**config.mk**
```make
export PLATFORM = sky130hd
export DESIGN_NAME = instr_fetch_q
export DESIGN_NICKNAME = d
export VERILOG_FILES = /design/src/rtl/if_pkg.sv /design/src/rtl/if_entry_queue.sv /design/src/rtl/instr_fetch_q.sv
export SDC_FILE = /design/constraint.sdc
export NUM_CORES = 1
export LEC_CHECK = 0
export BUFFER_PORTS_ARGS = -buffer_cell sky130_fd_sc_hd__buf_4
export CAP_MARGIN = 20
export CORE_ASPECT_RATIO = 0.8
export CORE_MARGIN = 4
export CORE_UTILIZATION = 45
export CTS_BUF_LIST = sky130_fd_sc_hd__clkbuf_4 sky130_fd_sc_hd__clkbuf_8
export DETAILED_ROUTE_END_ITERATION = 8
export HOLD_SLACK_MARGIN = 0.03
export SETUP_SLACK_MARGIN = 0.5
export SYNTH_ARGS = -nofsm -noshare
export SYNTH_HDL_FRONTEND = slang
export SYNTH_SLANG_ARGS = --single-unit
```
**constraint.sdc**
```tcl
create_clock -name clk -period 5 [get_ports clk]
set_input_delay 1.5 -clock clk [delete_from_list [all_inputs] [get_ports clk]]
set_output_delay 1.5 -clock clk [all_outputs]
set_load 0.05 [all_outputs]
```
**src/rtl/if_pkg.sv**
```systemverilog
// rtl/if_pkg.sv - shared types and constants for the instruction-fetch queue
package if_pkg;

    localparam int                  IF_XLEN   = 32;
    localparam logic [IF_XLEN-1:0]  NOP_INSTR = 32'h0000_0013;
    localparam int                  PC_STEP   = 4;

    // One fetch-queue slot. An entry is allocated (filled=0) when its
    // request is granted and becomes presentable once its word returns.
    typedef struct packed {
        logic [IF_XLEN-1:0] pc;
        logic [IF_XLEN-1:0] instr;
        logic               filled;
        logic               misalign;
    } if_entry_t;

endpackage

```
**src/rtl/if_entry_queue.sv**
```systemverilog
// rtl/if_entry_queue.sv - circular buffer of fetch entries with alloc/fill/read pointers
//
// Ports:
//   clk, rst                 clock, asynchronous active-low reset
//   flush                    clear every entry and pointer
//   fault_push, fault_pc     with flush: leave a single filled fault entry (NOP)
//   alloc, alloc_pc          allocate tail entry as unfilled with this PC
//   fill, fill_instr         fill the oldest unfilled entry
//   pop                      retire the head entry
//   head                     entry at the read pointer
//   occupancy                allocated entries (filled or awaiting data)
//   unfilled                 allocated entries still awaiting data
module if_entry_queue
    import if_pkg::*;
#(
    parameter int DEPTH = 4
) (
    input  logic                     clk,
    input  logic                     rst,
    input  logic                     flush,
    input  logic                     fault_push,
    input  logic [IF_XLEN-1:0]       fault_pc,
    input  logic                     alloc,
    input  logic [IF_XLEN-1:0]       alloc_pc,
    input  logic                     fill,
    input  logic [IF_XLEN-1:0]       fill_instr,
    input  logic                     pop,
    output if_entry_t                head,
    output logic [$clog2(DEPTH):0]   occupancy,
    output logic [$clog2(DEPTH):0]   unfilled
);

    localparam int AW = $clog2(DEPTH);

    if_entry_t       mem [DEPTH];
    logic [AW:0]     wr_ptr;
    logic [AW:0]     fill_ptr;
    logic [AW:0]     rd_ptr;

    // Pointers carry one extra wrap bit so full and empty are distinguishable.
    assign head      = mem[rd_ptr[AW-1:0]];
    assign occupancy = wr_ptr - rd_ptr;
    assign unfilled  = wr_ptr - fill_ptr;

    always_ff @(posedge clk or negedge rst) begin
        if (!rst) begin
            wr_ptr   <= '0;
            fill_ptr <= '0;
            rd_ptr   <= '0;
            for (int i = 0; i < DEPTH; i++) begin
                mem[i] <= '0;
            end
        end else if (flush) begin
            for (int i = 0; i < DEPTH; i++) begin
                mem[i] <= '0;
            end
            rd_ptr <= '0;
            if (fault_push) begin
                mem[0]   <= '{pc: fault_pc, instr: NOP_INSTR, filled: 1'b1, misalign: 1'b1};
                wr_ptr   <= (AW+1)'(1);
                fill_ptr <= (AW+1)'(1);
            end else begin
                wr_ptr   <= '0;
                fill_ptr <= '0;
            end
        end else begin
            // Pop, fill and alloc never target the same slot: the credit
            // limit keeps alloc off a full queue, and pop needs a filled head.
            if (pop) begin
                mem[rd_ptr[AW-1:0]].filled   <= 1'b0;
                mem[rd_ptr[AW-1:0]].misalign <= 1'b0;
                rd_ptr <= rd_ptr + (AW+1)'(1);
            end
            if (fill && (unfilled != '0)) begin
                mem[fill_ptr[AW-1:0]].instr  <= fill_instr;
                mem[fill_ptr[AW-1:0]].filled <= 1'b1;
                fill_ptr <= fill_ptr + (AW+1)'(1);
            end
            if (alloc) begin
                mem[wr_ptr[AW-1:0]] <= '{pc: alloc_pc, instr: '0, filled: 1'b0, misalign: 1'b0};
                wr_ptr <= wr_ptr + (AW+1)'(1);
            end
        end
    end

endmodule

```
**src/rtl/instr_fetch_q.sv**
```systemverilog
// rtl/instr_fetch_q.sv - RV32 fetch stage: PC generation, credited imem requests, fetch queue
//
// Optional feature macro: IF_MISALIGN_CHECK_EN (misaligned redirect targets
// produce a single faulting NOP entry and halt fetch until the next redirect;
// when undefined, target bits [1:0] are forced to zero).
//
// Ports:
//   clk, rst                          clock, asynchronous active-low reset
//   branch_mem_if, PC_branch_mem_if   redirect request and target from MEM
//   imem_req, imem_addr, imem_gnt     request handshake toward instruction memory
//   imem_rvalid, imem_rdata           in-order response from instruction memory
//   valid_if_id, ready_id_if          head handshake toward decode
//   instr_if_id, PC_if_id             head instruction and its PC
//   exc_misalign_if_id                head carries a misaligned-target fault
module instr_fetch_q
    import if_pkg::*;
#(
    parameter int              XLEN     = 32,
    parameter logic [XLEN-1:0] RESET_PC = '0,
    parameter int              DEPTH    = 4
) (
    input  logic            clk,
    input  logic            rst,
    input  logic            branch_mem_if,
    input  logic [XLEN-1:0] PC_branch_mem_if,
    output logic            imem_req,
    output logic [XLEN-1:0] imem_addr,
    input  logic            imem_gnt,
    input  logic            imem_rvalid,
    input  logic [XLEN-1:0] imem_rdata,
    output logic            valid_if_id,
    input  logic            ready_id_if,
    output logic [XLEN-1:0] instr_if_id,
    output logic [XLEN-1:0] PC_if_id,
    output logic            exc_misalign_if_id
);

    localparam int CW = $clog2(DEPTH) + 1;

    logic [XLEN-1:0] pc_q;
    logic [XLEN-1:0] target;
    logic            started_q;
    logic            halt_q;
    logic            misalign_tgt;
    logic [CW-1:0]   discard_cnt;
    logic [CW-1:0]   occupancy;
    logic [CW-1:0]   unfilled;
    logic [CW-1:0]   alloc_cnt;
    logic            grant;
    logic            fill;
    logic            pop;
    if_entry_t       head;

`ifdef IF_MISALIGN_CHECK_EN
    assign target       = PC_branch_mem_if;
    assign misalign_tgt = branch_mem_if && (PC_branch_mem_if[1:0] != 2'b00);
`else
    assign target       = PC_branch_mem_if & ~XLEN'(3);
    assign misalign_tgt = 1'b0;
`endif

    // Every granted request owes one response: either to a queue entry or
    // to the discard counter, so their sum bounds outstanding traffic.
    assign alloc_cnt = occupancy + discard_cnt;
    assign imem_req  = started_q && !halt_q && !branch_mem_if && (alloc_cnt < CW'(DEPTH));
    assign imem_addr = pc_q;
    assign grant     = imem_req && imem_gnt;
    assign fill      = imem_rvalid && (discard_cnt == '0) && !branch_mem_if;

    // Gated by the redirect so nothing is consumed in that cycle.
    assign valid_if_id        = head.filled && !branch_mem_if;
    assign pop                = valid_if_id && ready_id_if;
    assign instr_if_id        = XLEN'(head.instr);
    assign PC_if_id           = XLEN'(head.pc);
    assign exc_misalign_if_id = head.filled && head.misalign;

    if_entry_queue #(
        .DEPTH (DEPTH)
    ) u_queue (
        .clk        (clk),
        .rst        (rst),
        .flush      (branch_mem_if),
        .fault_push (misalign_tgt),
        .fault_pc   (IF_XLEN'(target)),
        .alloc      (grant),
        .alloc_pc   (IF_XLEN'(pc_q)),
        .fill       (fill),
        .fill_instr (IF_XLEN'(imem_rdata)),
        .pop        (pop),
        .head       (head),
        .occupancy  (occupancy),
        .unfilled   (unfilled)
    );

    // Requests start only after the first edge out of reset.
    always_ff @(posedge clk or negedge rst) begin
        if (!rst) begin
            started_q <= 1'b0;
        end else begin
            started_q <= 1'b1;
        end
    end

    always_ff @(posedge clk or negedge rst) begin
        if (!rst) begin
            pc_q <= RESET_PC;
        end else if (branch_mem_if) begin
            pc_q <= target;
        end else if (grant) begin
            pc_q <= pc_q + XLEN'(PC_STEP);
        end
    end

    always_ff @(posedge clk or negedge rst) begin
        if (!rst) begin
            halt_q <= 1'b0;
        end else if (branch_mem_if) begin
            halt_q <= misalign_tgt;
        end
    end

    // On redirect, every response still owed (to earlier discards or to
    // unfilled entries) must be dropped, less the one arriving right now.
    always_ff @(posedge clk or negedge rst) begin
        if (!rst) begin
            discard_cnt <= '0;
        end else if (branch_mem_if) begin
            discard_cnt <= discard_cnt + unfilled - CW'(imem_rvalid);
        end else if (imem_rvalid && (discard_cnt != '0)) begin
            discard_cnt <= discard_cnt - CW'(1);
        end
    end

endmodule

```
==> flow_summary.yaml <==
outcome:
  status: "complete, no violations"
pwr:
  p_seq_share_pct: 40.9
  ir_worst_vdd_uv: 234
  internal_portion_of_total_power_mw: 4.33
  switching_share_pct: 34.0
  net-switching-power_mw: 2.24
  powerDensity_nw_per_um2: 376
  pwr-share-comb_pct: 24.1
  clkPwrFrac_pct: 35.1
  cellLeakagePower_nw: 7.42
clock_network:
  clkTransAtPathRegs_ns: 0.06
  clkSinkCount: 303
  hold_buffers: 0
  cts_max_path_buffers: 3
  cts_root_buf: "sky130_fd_sc_hd__clkbuf_8"
  post_cts_gate_resize_count: 0
  cts_tree: "built"
  clkLatencyLatePin_ns: 0.59
  htreeDepth: 2
  post_cts_buffers: 0
  inserted_clock_buffers: 50
cells_and_area:
  areaGrowthSynthToFinish_pct: 17.2
  design_area_um2: 17500
  drive_gt1_share_pct: 23.5
  final_cell_count_no_fill: 2044
  seqCellArea_um2: 7590
  insertedDiodeCount: 0
  final.fill_count: 2990
  multiInputGateArea_um2: 6540
  layout.cells.most_common: "sky130_fd_sc_hd__dfrtp_1"
  most_used_cells_in_the_layout_excluding_fill_and_tap_cells: "sky130_fd_sc_hd__dfrtp_1, sky130_fd_sc_hd__nand2_1, sky130_fd_sc_hd__buf_4, sky130_fd_sc_hd__a21oi_1, sky130_fd_sc_hd__o21ai_0"
  final_net_count: 1673
setup_path:
  crit_family: "adder cells"
  buffers_and_inverters_on_the_worst_path: 3
  reg2reg_from: "u_queue.wr_ptr[1]$_DFFE_PN0P_"
  most_prevalent_standard_cell_on_the_critical_path: "sky130_fd_sc_hd__inv_1"
  cp_data_arrival_time_ns: 2.80
  cp_slowest_cell: "sky130_fd_sc_hd__fa_1"
  largest_driver_fanout_on_the_critical_path: 4
  crit_path_cell_trace: "inv_1, fa_1, inv_1, ha_1, and3b_1, nor2_1, xor2_1, nor3b_2, buf_4"
  start_kind: "register"
  timing.critical_path.slowest_cell_delay_ns: 0.50
  worstRegToRegCells: 10
  worstPathRequired_ns: 3.50
  crit_path_end_kind: "primary output"
  reg2reg_slack_ns: 1.46
  r2r_end: "u_queue.mem[239]$_DFFE_PN0P_"
  criticalPathCategory: "register to primary output"
floorplanning:
  placement_rows: 59
  i_o_pin_count: 169
  die_height_um: 171
  initial_utilization_pct: 45.7
  fp.dieW_um: 212
  design.die.area_um2: 36100
  placeableCoreArea_um2: 32600
global_route:
  grt_start_max_net_pins: 105
  groute.usage.overall_pct: 24.0
  grt.overflow.total: 0
  first_global_vias: 12000
  wire_length_of_the_first_global_routing_pass_um: 69400
  antenna_found_initial: 1
yosys:
  postSynthRegisterBits: 303
  synth_area_per_cell_um2: 10.2
  yosys_most_used_dff: "sky130_fd_sc_hd__dfrtp_1"
  syn-cell-area_um2: 14900
  netlist_instances: 1455
  synth_cell_type_count: 62
  synth_enable_flop_cells: 0
  synth-warning-count: 0
  proportion_of_synthesized_chip_area_in_sequential_cells_pct: 50.9
  synth-async-reset-ratio_pct: 100
hold_path:
  hp-class: "register to register"
  hold_depth: 2
  min_from: "u_queue.mem[35]$_DFFE_PN0P_"
  hold_end: "u_queue.mem[35]$_DFFE_PN0P_"
sta:
  hold_viol_final: 0
  fin_tns_setup_ns: 0
  period_share_pct: 86.0
  setup_repair_after_global_routing_missed_its_margin: "false"
  timing.slew.headroom_pct: 24.6
  timing_max_transition_violations_final: 0
  fin_ws_ns: 0.702
  max_slew.worst_pin.slew_ns: 1.13
  clock_skew_ns: 0.0293
  hold_ws_ns: 0.490
  setup_violations: 0
  min_period_ns: 4.30
  max_freq_ghz: 0.233
flow_run:
  max-cap-violations: 0
detailed_routing:
  drcViolationCount: 0
  first_iter_violations: 1023
  finalWirelength_um: 43500
  vias_per_cell: 5.80
  post_route_ant_nets: 0
  wl_per_cell_um: 21.3
  iteration_count_of_the_initial_detailed_routing_pass: 5
  routed-via-count: 11900
placement:
  port_buffers: 164
  detailed_place_hpwl_um: 26400
  placement.cell_area_um2: 16400
  dp_slack_ns: 0.977
  gp_routability_congestion: 0.818
  place.detailed.instances: 1954
==> stage by stage <==
step	util [%]	power, mW
floorplan	-	3.76
global placement	50.3	4.29
detailed placement	50.3	4.31
CTS	53.5	6.63
global route	53.5	6.88
finish	53.5	6.57
==> power by group through the flow <==
stage / Clock [mW] / Combinational, mW / Sequential [mW]
global placement: 0 / 1.57 / 2.72
finish: 2.30 / 1.58 / 2.68
floorplan: 0 / 0.988 / 2.78
detailed placement: 0 / 1.58 / 2.72
global route: 2.48 / 1.70 / 2.70
CTS: 2.36 / 1.59 / 2.68
==> cell type report <==
| class | instances | area share (%) |
|---|---|---|
| multi-input combinational | 976 | 37.4 |
| tap | 427 | 3.06 |
| clock buffer | 86 | 5.95 |
| sequential | 303 | 43.4 |
| clock inverter | 4 | 0.143 |
| inverter | 51 | 1.11 |
| timing repair buffer | 197 | 8.87 |
==> logic make-up (layout without fill, tap and decap cells) <==
family	count (synthesis)	in the layout	synth area share, %
muxes	75	75	10.5
DFF	303	303	50.9
xor gates and xnor gates	14	14	0.965
other	2	3	0.0504
and+or+nand+nor	420	420	12.1
adders and majority gates	24	24	2.17
buffers and inverters	177	338	5.43
AOI/OAI and AO/OA	440	440	17.9
==> cells in the mapped netlist, types with 7 or more instances <==
master                     instances  area, um2
sky130_fd_sc_hd__a31oi_1          15       93.8
sky130_fd_sc_hd__nor2_1           45        169
sky130_fd_sc_hd__or4_1             9       67.6
sky130_fd_sc_hd__inv_1            50        188
sky130_fd_sc_hd__buf_4            19        143
sky130_fd_sc_hd__clkbuf_1         59        221
sky130_fd_sc_hd__o211ai_1        120        901
sky130_fd_sc_hd__and3_1            7       43.8
sky130_fd_sc_hd__xnor2_1           9       78.8
sky130_fd_sc_hd__or3_1             8       50.1
sky130_fd_sc_hd__ha_1             21        263
sky130_fd_sc_hd__buf_2            37        185
sky130_fd_sc_hd__nand2_1         295       1110
sky130_fd_sc_hd__nand3_1          18       90.1
sky130_fd_sc_hd__buf_1             7       26.3
sky130_fd_sc_hd__o21ai_0         128        641
sky130_fd_sc_hd__a21oi_1         137        686
sky130_fd_sc_hd__mux4_2           65       1460
sky130_fd_sc_hd__dfrtp_1         303       7580
sky130_fd_sc_hd__o31ai_1           9       67.6
==> worst register-to-register path: cells and delay by family (launching register included) <==
kind,cells,cell delay (ns)
mux,1,0.59
flops,1,0.38
compound gates,1,0.21
simple gates,3,0.95
fa+ha+maj,2,0.76
buf+inv,3,0.57
==> per-layer routing <==
| metal | vias to the layer above | track usage [%] | wire (um) |
|---|---|---|---|
| li1 | 5441 | - | - |
| met1 | 5961 | 37.2 | 20800 |
| met2 | 390 | 34.7 | 18800 |
| met3 | 58 | 5.22 | 3140 |
| met4 | 2 | 5.66 | 694 |
| met5 | - | 0 | 15 |
==> registers in the layout (all words and copies together), names as in the netlist <==
register,cells
started_q,1
imem_addr,30
u_queue.rd_ptr,3
u_queue.wr_ptr,3
discard_cnt,3
u_queue.mem,260
u_queue.fill_ptr,3
==> worst max path at each step <==
stage / start / endpoint / cells past startpoint
2_1_floorplan: branch_mem_if / imem_req / 4
5_1_grt: u_queue.wr_ptr[1]$_DFFE_PN0P_ / imem_req / 9
4_1_cts: u_queue.wr_ptr[1]$_DFFE_PN0P_ / imem_req / 9
3_3_place_gp: branch_mem_if / u_queue.mem[240]$_DFFE_PN0P_ / 6
3_5_place_dp: branch_mem_if / u_queue.mem[251]$_DFFE_PN0P_ / 6
6_report: u_queue.wr_ptr[1]$_DFFE_PN0P_ / imem_req / 9
No activity file was read; power rests on OpenSTA's default activity.
